## config.mk

```make
export PLATFORM = sky130hd
export DESIGN_NAME = prio_encoder_8to3
export DESIGN_NICKNAME = d
export VERILOG_FILES = /design/src/rtl/prio_encoder_8to3.sv
export SDC_FILE = /design/constraint.sdc
export NUM_CORES = 1
export LEC_CHECK = 0
export ABC_AREA = 1
export CAP_MARGIN = 20
export CORE_MARGIN = 2
export CORE_UTILIZATION = 30
export CTS_BUF_LIST = sky130_fd_sc_hd__clkbuf_16
export CTS_CLUSTER_DIAMETER = 150
export CTS_CLUSTER_SIZE = 20
export DETAILED_ROUTE_END_ITERATION = 6
export PLACE_DENSITY = 0.62
export SETUP_SLACK_MARGIN = 0.4
export SYNTH_ARGS = -nofsm -noshare
export SYNTH_HDL_FRONTEND = slang
export SYNTH_SLANG_ARGS = --single-unit
```

## constraint.sdc

```tcl
create_clock -name clk -period 1.5 [get_ports clk]
set_input_delay 0.3 -clock clk [delete_from_list [all_inputs] [get_ports clk]]
set_output_delay 0.3 -clock clk [all_outputs]
set_load 0.02 [all_outputs]
```

## src/rtl/prio_encoder_8to3.sv

```systemverilog
// prio_encoder_8to3
//   Sequential 8:3 priority encoder. Request events on eight lines are
//   collected in a pending register. The highest-priority pending line is
//   presented as a registered 3-bit code with its one-hot form, over a
//   valid/ready handshake. Each accepted code clears its pending bit.
//
// Parameters
//   HIGH_FIRST  1: bit 7 has the highest priority; 0: bit 0 has the highest priority
//
// Ports
//   clk      in   1  rising-edge clock
//   rst      in   1  synchronous, active-high reset
//   req      in   8  request lines; each high bit in a cycle is one event
//   code     out  3  binary index of the presented request (registered)
//   onehot   out  8  one-hot form of code; 0 when valid=0
//   valid    out  1  code/onehot hold a pending request
//   ready    in   1  consumer accepts code when valid && ready at a rising edge
//   pending  out  8  current pending-request register
//   overrun  out  1  1-cycle pulse: a req bit arrived while already pending
module prio_encoder_8to3 #(
  parameter bit HIGH_FIRST = 1'b1
) (
  input  logic       clk,
  input  logic       rst,
  input  logic [7:0] req,
  output logic [2:0] code,
  output logic [7:0] onehot,
  output logic       valid,
  input  logic       ready,
  output logic [7:0] pending,
  output logic       overrun
);

  // Index of the winning set bit; 0 when the vector is empty.
  // The scan direction makes the last match seen the highest-priority one.
  function automatic logic [2:0] pick_index(input logic [7:0] vec);
    logic [2:0] idx;
    idx = 3'd0;
    if (HIGH_FIRST) begin
      for (int i = 0; i < 8; i++) begin
        if (vec[i]) idx = 3'(i);
        else        idx = idx;
      end
    end else begin
      for (int i = 7; i >= 0; i--) begin
        if (vec[i]) idx = 3'(i);
        else        idx = idx;
      end
    end
    return idx;
  endfunction

  // 3:8 one-hot decode of a binary index.
  function automatic logic [7:0] decode(input logic [2:0] idx);
    return 8'd1 << idx;
  endfunction

  logic [2:0] code_r;
  logic [7:0] onehot_r;
  logic       valid_r;
  logic [7:0] pending_r;
  logic       overrun_r;

  logic [7:0] clr_s;
  logic [7:0] pend_n_s;
  logic       hold_s;
  logic       any_s;
  logic [2:0] next_code_s;
  logic       overrun_n_s;

  // Next-state terms: accept-clear mask, merged pending vector, hold and overrun.
  always_comb begin
    clr_s       = 8'h00;
    hold_s      = 1'b0;
    if (valid_r && ready) begin
      clr_s = onehot_r;
    end else begin
      clr_s = 8'h00;
    end
    if (valid_r && !ready) begin
      hold_s = 1'b1;
    end else begin
      hold_s = 1'b0;
    end
    // A req on the bit being accepted survives: it is a fresh event.
    pend_n_s    = (pending_r & ~clr_s) | req;
    any_s       = |pend_n_s;
    next_code_s = pick_index(pend_n_s);
    // Duplicate events are merged into the existing pending bit and flagged.
    overrun_n_s = |(req & pending_r & ~clr_s);
  end

  // State and output registers; a presented code is frozen while the consumer stalls.
  always_ff @(posedge clk) begin
    if (rst) begin
      pending_r <= 8'h00;
      code_r    <= 3'd0;
      onehot_r  <= 8'h00;
      valid_r   <= 1'b0;
      overrun_r <= 1'b0;
    end else begin
      pending_r <= pend_n_s;
      overrun_r <= overrun_n_s;
      if (!hold_s) begin
        valid_r <= any_s;
        if (any_s) begin
          code_r   <= next_code_s;
          onehot_r <= decode(next_code_s);
        end else begin
          code_r   <= 3'd0;
          onehot_r <= 8'h00;
        end
      end else begin
        valid_r  <= valid_r;
        code_r   <= code_r;
        onehot_r <= onehot_r;
      end
    end
  end

  assign code    = code_r;
  assign onehot  = onehot_r;
  assign valid   = valid_r;
  assign pending = pending_r;
  assign overrun = overrun_r;

endmodule

```

; After elaboration in Yosys (flattened, before gate mapping)
; Cells that the tools add are included.
[word_totals]
reg_bits = 21
out_inout_bits = 21
word_cells = 27
[classes]
shift = 1
muxes = 11
bitwise = 5
reduce_logical = 5
[op_table]
columns = operator, count
row1 = AND 8 bit, 3
row2 = 2-to-1 mux 3 bit, 7
row3 = 2-to-1 mux 8 bit, 2
row4 = OR reduction 8 bit, 2
row5 = inverter 8 bit, 1
row6 = bitwise OR 8 bit, 1
row7 = "left shift 1 x 3 -> 8 bit, first input constant", 1
row8 = logical AND 1 bit, 2
row9 = 2-to-1 mux 1 bit, 2
row10 = logical NOT 1 bit, 1

; Logic depth before layout (Yosys ltp)
[logic_depth]
ltp_word = 14
ltp_mapped = 12
ltp_nobuf = 11

; Worst setup path before layout
; Ideal clock, no wire load.
[synth_path]
path_kind = reg2reg
from = register valid_r, in the netlist valid
to = register onehot_r[4], in the netlist onehot[4]
setup_ps = 128
arrival_ps = 1398
path_slack_ps = -25
path_stages_with_launch = 9
path_buffers = 1
path_cell_list = dfxtp_1 -> buf_6 -> nand3_2 -> a21oi_4 -> nand2_4 -> o21bai_4 -> nor2_2 -> a22oi_1 -> nor2_1
[synth_between]
elab_chain_len = 14
elab_cells_between_ends = 17
classes_between = shift: 1 / mux: 10 / bitwise: 3 / reduce/logical: 3
[synth_rtl]
columns = item, line_no
row1 = from (decl), 60  ; logic valid_r;
row2 = from (signal assigned), 105  ; valid_r <= any_s;
row3 = from (signal assigned), 114  ; valid_r <= valid_r;
row4 = logical AND 1 bit, 75  ; if (valid_r && ready) begin
row5 = 2-to-1 mux 8 bit, 75
row6 = inverter 8 bit, 86  ; pend_n_s = (pending_r & ~clr_s) | req;
row7 = AND 8 bit, 86
row8 = bitwise OR 8 bit, 86
row9 = 2-to-1 mux 1 bit, 41  ; if (vec[i]) idx = 3'(i);
row10 = 2-to-1 mux 3 bit (6 in series), 41
row11 = left shift 1 x 3 -> 8 bit, 55  ; return 8'd1 << idx;
row12 = 2-to-1 mux 8 bit, 106  ; if (any_s) begin
row13 = to (signal assigned), 108  ; onehot_r <= decode(next_code_s);
row14 = to (signal assigned), 116  ; onehot_r <= onehot_r;
row15 = to (decl), 59  ; logic [7:0] onehot_r;
; Several ways; a longest one is shown, not always the timed one.
; A chain may end at the register's enable or synchronous reset.

; Worst setup path after layout
[layout_path]
from = register valid_r, in the netlist valid
to = register onehot_r[0], in the netlist onehot[0]
; Same word-level chain as after synthesis.

==> flow_metrics.tcl <==
set metrics [dict create \
    status "complete, no violations" \
    detail-route-antenna-nets 0 \
    die_w_um 62.16 \
    syn_inst 125 \
    cp-start-kind "register" \
    synthXorXnorAreaFrac 0 \
    setup.worst_path.class "register to register" \
    syn_avg_cell_area_um2 8.118 \
    cts_sinks 21 \
    hold_class "register to register" \
    clkLatencyLatePin_ns 0.26 \
    hold_viol_final 0 \
    crit_required_ns 1.69 \
    end_kind "register" \
    cts_inserted_buffers 3 \
    rows 21 \
    setup-violations-final 0 \
    fill_cells 291 \
    drt_iter0_drc 41 \
    fp.dieH_um 62.16 \
    critPathArrivalTime_ns 1.67 \
    hp-start "code[0]" \
    worst_slew_pin_slew_ns 0.2982 \
    p_leak_uw 0.0007617 \
    drt_wl_total_um 3180 \
    synthMuxAreaShare 0 \
    reg2reg_to "onehot[0]" \
    min_period_over_period 0.9914 \
    ys_ff_latch 21 \
    grt_start_max_net_pins 22 \
    crit_path_end "onehot[0]" \
    antenna_found_initial 0 \
    cap_violations 0 \
    grt_remaining_overflow 0 \
    synth_compound_area_frac 0.1936 \
    p_per_area_nw_per_um2 859.6 \
    clock.fmax_mhz 672.4 \
    num_antenna_cells 0 \
    pre_cts_slack_ns -0.4742 \
    synthSimpleGateAreaFrac 0.3181 \
    grt_usage 0.1691 \
    synth_nets 136 \
    seq_area_frac_synth 0.4143 \
    fin_setup_tns_ns 0 \
    htree_levels 1 \
    relSlewSlack 0.8003 \
    initial_core_util 0.3090 \
    dp_cells 212 \
    pin_count 32 \
    first_global_vias 1088 \
    hpwl_um 2009 \
    remaining_drc_errors 0 \
    clock_path_buffers 2 \
    r2r.worst_path.cells 8 \
    synth_top_family_by_area "simple AND/OR/NAND/NOR gates" \
    final_cells 229 \
    drive_gt1_frac 0.6339 \
    cp-startpoint "valid" \
    port_buffers 31 \
    design.core.area_um2 3284 \
    ir_drop_uv 521.7 \
    vias 1070 \
    grt_pass1_wl_um 5230 \
    whs_path_depth 2 \
    design.final.nets 195 \
    fin_ws_ns 0.01285 \
    die-area_um2 3864 \
    avgRoutedWirePerCell_um 13.89 \
    crit_fanout 6 \
    cts_root_buffer "clkbuf_16" \
    rsz0062_at_grt "yes" \
    ff2ff_setup_slack_ns 0.01 \
    cts_tree "yes" \
    synth.distinct_cells 24 \
    period_needed_ns 1.487 \
    clk_pin_slew_ns 0.06 \
    vias_per_cell 4.672 \
    syn_area_um2 1015 \
    finalClockSkew_ns 0.003779 \
    r2r_start "valid" \
    dr.pass1.iters 4 \
    finalPower_uw 1561 \
    place.gp.congestion 0.8342 \
    maxSlewViolCount 0 \
    ys_warn_count 0 \
    yosys.area_share.adder 0 \
    area_growth_syn_to_layout_pct 78.91 \
]
## timing repair
item,4_1_cts,5_1_grt
resized for setup,119,40
hold buffers,0,0
buffers inserted,7,5
setup endpoints to repair,42,29
cloned,1,0
pin swaps,13,15
## sequential cells by signal, summed over array words and instances (netlist names)
signal	flops
pending	8
valid	1
onehot	8
overrun	1
code	3
## critical path: stages (launching register included)
cell,delay (ns)
dfxtp_4,0.42
buf_4,0.14
nand3_4,0.07
a21oi_4,0.14
nand2_2,0.10
o21bai_4,0.21
nor2_2,0.13
nand2_1,0.09
a21oi_2,0.12
## cell type report
| cell class | instances | area [um2] | area share |
|---|---|---|---|
| multi-input cells | 88 | 656.9 | 0.3618 |
| repair buffers | 59 | 531.8 | 0.2929 |
| flip-flops and latches | 21 | 446.7 | 0.2460 |
| clock buffers | 3 | 75.07 | 0.04135 |
| well taps | 46 | 57.56 | 0.03170 |
| inverters | 11 | 43.79 | 0.02412 |
| clock inverters | 1 | 3.754 | 0.002068 |
## Yosys cell counts (all sizes together)
| cell | number | area [um2] |
|---|---|---|
| inv | 11 | 41.29 |
| o21bai | 1 | 18.77 |
| nand2 | 32 | 132.6 |
| dfxtp | 21 | 420.4 |
| a31oi | 1 | 6.260 |
| clkbuf | 3 | 11.26 |
| nand4 | 2 | 12.51 |
| nand3 | 15 | 112.6 |
| a22oi | 1 | 7.510 |
| a41oi | 2 | 17.52 |
| buf | 2 | 22.52 |
| a21oi | 18 | 135.1 |
| nor2 | 14 | 65.06 |
| o21ai | 1 | 5.000 |
| o22ai | 1 | 6.260 |
## routing by layer
layer  up-vias  share of wire  global-route usage
met1       507           0.42              0.2103
met4         0          0.020             0.08333
met5         -              0                   0
li1        535              -                   -
met3         4          0.038             0.02174
met2        24           0.52              0.2880
## report_power, final
part | switching [uW] | internal (uW)
combinational | 189 | 182
clock | 213 | 356
sequential | 31.9 | 589
total | 433 | 1130
## stage by stage
step,cell area (um2),util,hold WS (ns)
final,1815,0.5528,0.4729
after global routing,1815,0.5528,0.4922
after CTS,1667,0.5074,0.4780
after detailed placement,1521,0.4632,0.4719
after global placement,1521,0.4632,0.4569
after floorplan,1057,-,0.3724
## cell families after synthesis
kind of cell / after synthesis
simple gates: 63
compound gates: 25
flops: 21
buf+inv: 16
## how the worst min path moves through the flow
stage / end
after floorplan: overrun
after global placement: code[0]
after detailed placement: code[0]
after CTS: code[0]
after global routing: onehot[3]
final: code[0]
## layout by cell type, fill, tap and decap left out, types with 7 or more instances in the layout
cell type / n
buf_2: 7
a21oi_2: 8
a21oi_1: 7
clkdlybuf4s50_1: 9
nand2_2: 7
nor2_1: 8
dfxtp_2: 12
buf_6: 9
buf_4: 31
nand2_1: 21
Note: power is estimated with default switching activity, not from simulation.
